--- src/rtl/acc_pkg.sv ---
// Shared types and constants for the accumulator sequencing unit.
package acc_pkg;

  localparam int unsigned W_DEF  = 8;
  localparam int unsigned CW_DEF = 4;

  typedef enum logic [1:0] {
    IDLE  = 2'd0,
    LOAD  = 2'd1,
    ACCUM = 2'd2,
    DONE  = 2'd3
  } accState_t;

  localparam logic OP_LOAD     = 1'b0;
  localparam logic OP_FEEDBACK = 1'b1;

endpackage

--- src/rtl/acc_mux.sv ---
// W-bit 2:1 operand-select mux: OP_LOAD picks A, OP_FEEDBACK picks B.
module acc_mux
  import acc_pkg::*;
#(
  parameter int unsigned W = W_DEF
) (
  input  logic [W-1:0] A,
  input  logic [W-1:0] B,
  input  logic         OP,
  output logic [W-1:0] Out
);

  // Select between the load operand and the adder feedback value.
  always_comb begin
    Out = (OP == OP_FEEDBACK) ? B : A;
  end

endmodule

--- src/rtl/acc_seq_ctrl.sv ---
// Accumulator sequencing controller: takes a Start/Count command, consumes
// exactly Count operands over a valid/ready stream and reports the wrapped
// sum, a sticky overflow flag and a one-cycle Done pulse.
module acc_seq_ctrl
  import acc_pkg::*;
#(
  parameter int unsigned W  = W_DEF,
  parameter int unsigned CW = CW_DEF
) (
  input  logic          CLK,
  input  logic          RST_N,
  input  logic          Start,
  input  logic [CW-1:0] Count,
  input  logic [W-1:0]  In_Data,
  input  logic          In_Valid,
  output logic          In_Ready,
  output logic          OP,
  output logic [W-1:0]  Result,
  output logic          Overflow,
  output logic          Busy,
  output logic          Done
);

  accState_t     state;
  accState_t     nextState;
  logic [CW-1:0] remaining;
  logic          accept;
  logic [W:0]    sumFull;
  logic [W-1:0]  muxOut;

  // W+1-bit add so the carry-out feeds the sticky overflow flag.
  always_comb begin
    sumFull = {1'b0, Result} + {1'b0, In_Data};
  end

  acc_mux #(.W(W)) uMux (
    .A   (In_Data),
    .B   (sumFull[W-1:0]),
    .OP  (OP),
    .Out (muxOut)
  );

  // State register.
  always_ff @(posedge CLK or negedge RST_N) begin
    if (!RST_N) begin
      state <= IDLE;
    end else begin
      state <= nextState;
    end
  end

  // Next-state and state-decoded outputs; outputs depend on state only,
  // accept/nextState are the only terms that look at In_Valid/Start.
  always_comb begin
    nextState = state;
    In_Ready  = 1'b0;
    OP        = OP_LOAD;
    Busy      = 1'b0;
    Done      = 1'b0;
    accept    = 1'b0;
    case (state)
      IDLE: begin
        if (Start) begin
          nextState = (Count == '0) ? DONE : LOAD;
        end
      end
      LOAD: begin
        In_Ready = 1'b1;
        Busy     = 1'b1;
        accept   = In_Valid;
        if (In_Valid) begin
          nextState = (remaining == CW'(1)) ? DONE : ACCUM;
        end
      end
      ACCUM: begin
        In_Ready = 1'b1;
        Busy     = 1'b1;
        OP       = OP_FEEDBACK;
        accept   = In_Valid;
        if (In_Valid && (remaining == CW'(1))) begin
          nextState = DONE;
        end
      end
      DONE: begin
        Done      = 1'b1;
        nextState = IDLE;
      end
      default: nextState = IDLE;
    endcase
  end

  // Count and accumulator registers; all hold while no operand is accepted.
  always_ff @(posedge CLK or negedge RST_N) begin
    if (!RST_N) begin
      Result    <= '0;
      Overflow  <= 1'b0;
      remaining <= '0;
    end else if ((state == IDLE) && Start) begin
      remaining <= Count;
      Overflow  <= 1'b0;
      if (Count == '0) begin
        Result <= '0;
      end
    end else if (accept) begin
      Result    <= muxOut;
      remaining <= remaining - CW'(1);
      if (state == ACCUM) begin
        Overflow <= Overflow | sumFull[W];
      end
    end
  end

endmodule

--- config.mk ---
export PLATFORM = sky130hd
export DESIGN_NAME = acc_seq_ctrl
export DESIGN_NICKNAME = d
export VERILOG_FILES = /design/src/rtl/acc_pkg.sv /design/src/rtl/acc_mux.sv /design/src/rtl/acc_seq_ctrl.sv
export SDC_FILE = /design/constraint.sdc
export NUM_CORES = 1
export LEC_CHECK = 0
export CAP_MARGIN = 0
export CORE_MARGIN = 2
export CORE_UTILIZATION = 49
export CTS_BUF_LIST = sky130_fd_sc_hd__clkbuf_8 sky130_fd_sc_hd__clkbuf_16
export DETAILED_ROUTE_END_ITERATION = 8
export PLACE_DENSITY = 0.85
export SYNTH_ARGS = -nofsm -noshare
export SYNTH_HDL_FRONTEND = slang
export SYNTH_SLANG_ARGS = --single-unit
export TNS_END_PERCENT = 1
--- constraint.sdc ---
create_clock -name CLK -period 2.03 [get_ports CLK]
set_input_delay 0.203 -clock CLK [delete_from_list [all_inputs] [get_ports CLK]]
set_output_delay 0.203 -clock CLK [all_outputs]
set_load 0.02 [all_outputs]
==> flow_metrics.py <==
metrics = {
    "final_layout": {
        "layout_commonest_cell": "clkdlybuf4s50_1",
        "mostFrequentLayoutCells": "clkdlybuf4s50_1 (26), dfrtp_1 (15), ha_1 (15)",
        "nNetsFinal": 194,
        "final_area_um2": 1590,
        "syn_to_final_growth_pct": 30.6,
        "drive_above_1_share_pct": 13.0,
        "diodes": 0,
    },
    "detailed_routing": {
        "drc_errors": 0,
        "wl_per_cell_um": 14.7,
        "num_vias": 1070,
        "drt_iter0_markers": 19,
        "wirelength_um": 2800,
        "vias_per_cell": 5.60,
        "drtPass1Iterations": 4,
        "ant_nets": 0,
    },
    "power_and_ir_drop": {
        "p_sw_share_pct": 45.9,
        "peakVddDrop_uv": 1030,
        "power_frac_seq_pct": 23.3,
        "power.switching_uw": 1180,
        "power_leakage_uw": 0.000693,
        "combPwrFrac_pct": 67.2,
        "powerDensity_nw_per_um2": 1610,
        "p_int_uw": 1390,
        "power_frac_clock_pct": 9.6,
    },
    "clock_tree": {
        "cts_root_buf": "clkbuf_8",
        "numCtsBuffers": 3,
        "clockBufferDepth": 2,
        "path_clk_slew_ns": 0.07,
        "clock_sinks": 15,
        "cts_setup_buffers": 0,
        "insertion_delay_ns": 0.25,
        "h-tree-depth": 1,
        "cts_tree": "yes",
    },
    "sta": {
        "timing.final.hold_violations": 0,
        "finClkSkew_ns": 0.00707,
        "min_period_over_period_pct": 94.6,
        "finalMaxSlewViolations": 0,
        "rsz0062_at_grt": "true",
        "hold_ws_ns": 0.382,
        "fin_ws_ns": 0.110,
        "relSlewSlack_pct": 51.8,
        "fmax_mhz": 521,
        "setup_viol_count_final": 0,
        "period_minus_slack_ns": 1.92,
        "worst-slew-pin-transition_ns": 0.721,
    },
    "floorplanning": {
        "start_util_pct": 50.6,
        "core.rowCount": 18,
        "io_pins": 29,
        "die_w_um": 53.9,
        "core_area_um2": 2410,
        "die_area_um2": 2900,
        "die_h_um": 53.9,
    },
    "placement": {
        "gp_congestion": 0.812,
        "place_area_um2": 1540,
        "port_buffers": 28,
        "pre_cts_slack_ns": -0.139,
        "dp.final_hpwl_um": 2260,
    },
    "worst_setup_path": {
        "path_class": "in2reg",
        "r2r_start": "Result[0]",
        "slowest_stage": "clkdlybuf4s50_1",
        "start_kind": "input pin",
        "cp.required_ns": 2.19,
        "cp_cell_sequence": "clkdlybuf4s50_1 -> ha_1 -> inv_1 -> fa_1 -> nor2b_4 -> o31ai_2 -> a211oi_2 -> o21ai_0 -> a22oi_1",
        "slowest_delay_ns": 0.49,
        "worst-path-max-fanout": 3,
        "end_kind": "flip-flop",
        "crit_path_start": "In_Data[0]",
        "cp.arrival_ns": 2.08,
    },
    "yosys": {
        "synth_edf_count": 0,
        "synth_cells": 129,
        "async_reset_ff_share_pct": 100,
        "syn_avg_cell_area_um2": 9.46,
        "ys_ff_latch": 15,
        "synth_ff_type": "dfrtp_1",
        "netlist_area_um2": 1220,
        "yosys_warnings": 0,
        "yosysUniqueCellTypes": 37,
        "synth-seq-area-share_pct": 30.8,
        "syn-num-nets": 161,
    },
    "global_routing": {
        "grt_util_all_layers_pct": 22.5,
        "grt_pass1_vias": 1063,
        "grt_max_degree": 16,
        "grt-ovfl-total": 0,
        "grt_pass1_wl_um": 4680,
        "antenna_found_initial": 0,
    },
    "outcome": {
        "status": "finished clean",
    },
    "hold_path": {
        "hold_class": "in2async",
    },
    "job": {
        "maxCapViolations": 0,
    },
}
[layout make-up]
type                    instances  area (um2)
well taps                      30        37.5
fillers                       187         817
clock buffers                   3        41.3
multi-input cells             101         785
flip-flops and latches         15         375
inverters                       9        33.8
repair buffers                 32         315
clock inverters                 1        5.00
[synth_stat cells (2+ instances only)]
| master | instances | area (um2) |
|---|---|---|
| dfrtp_1 | 15 | 375 |
| ha_1 | 15 | 188 |
| nor2_1 | 12 | 45.0 |
| a21oi_1 | 11 | 55.1 |
| inv_1 | 9 | 33.8 |
| nand2_1 | 7 | 26.3 |
| o21ai_0 | 7 | 35.0 |
| nand3_1 | 6 | 30.0 |
| a31oi_1 | 4 | 25.0 |
| xnor2_1 | 4 | 35.0 |
| buf_4 | 3 | 22.5 |
| mux2i_1 | 3 | 30.0 |
| xor2_1 | 3 | 26.3 |
| a211oi_2 | 2 | 25.0 |
| a21o_1 | 2 | 15.0 |
| a21oi_2 | 2 | 17.5 |
| a32oi_1 | 2 | 17.5 |
| nor3b_1 | 2 | 15.0 |
| o31ai_2 | 2 | 25.0 |
[stage by stage]
step	TNS [ns]	util, %	power (uW)	instances
after floorplan	0	-	1790	129
after global placement	-0.0522	64.0	2230	187
after detailed placement	-0.238	64.0	2320	187
after CTS	0	65.9	2580	191
after global routing	-0.0691	66.1	2780	191
final	0	66.1	2560	191
[per-layer routing]
metal / global-route usage [%] / share of wire (%) / vias to the layer above
met4: 9.40 / 1.8 / 0
met5: 0 / 0 / -
met3: 2.78 / 4.0 / 6
li1: - / - / 528
met2: 40.2 / 52 / 28
met1: 26.8 / 42 / 508
[worst max-delay path: cells and delay by family]
kind | cells | cell delay (ns)
buffers and inverters | 2 | 0.54
adder cells (fa/ha/maj) | 2 | 0.62
AO/OA/AOI/OAI | 4 | 0.56
AND/OR/NAND/NOR | 1 | 0.15
[flip-flops by register name, indices dropped and copies added, names as in the netlist]
signal,cells
Result,8
state,2
Overflow,1
remaining,4
[worst paths after layout]
path | to | cells after the start | slack (ns)
setup / recovery | Overflow | 9 | 0.11
hold / removal | Result[2] | 1 | 0.38
setup reg to reg | Overflow | 8 | 0.17
hold reg to reg | Result[2] | 2 | 0.54
max in group asynchronous | remaining[3] | 1 | 1.19
min in group CLK | Result[2] | 2 | 0.54
[timing repair]
item,in CTS,in global routing
endpoints found under the setup margin,0,3
resized for setup,0,2
endpoints found under the hold margin,0,0
hold buffers,0,0
[kinds of logic (layout without fill, tap and decap cells)]
group / after synthesis / count (layout) / share of synthesized area [%]
adder cells (fa/ha/maj): 16 / 16 / 17.0
AO/OA/AOI/OAI: 40 / 40 / 22.6
flip-flops: 15 / 15 / 30.8
AND/OR/NAND/NOR: 34 / 34 / 16.3
multiplexers: 4 / 4 / 3.38
XOR/XNOR: 7 / 7 / 5.03
buffers and inverters: 13 / 45 / 4.92
[power by group through the flow]
stage | clock, uW | sequential [uW] | combinational, uW
after detailed placement | 0 | 599 | 1720
after global routing | 258 | 616 | 1910
after global placement | 0 | 587 | 1640
after CTS | 249 | 595 | 1740
final | 246 | 596 | 1720
after floorplan | 0 | 665 | 1130
No activity file was read; power rests on OpenSTA's default activity.
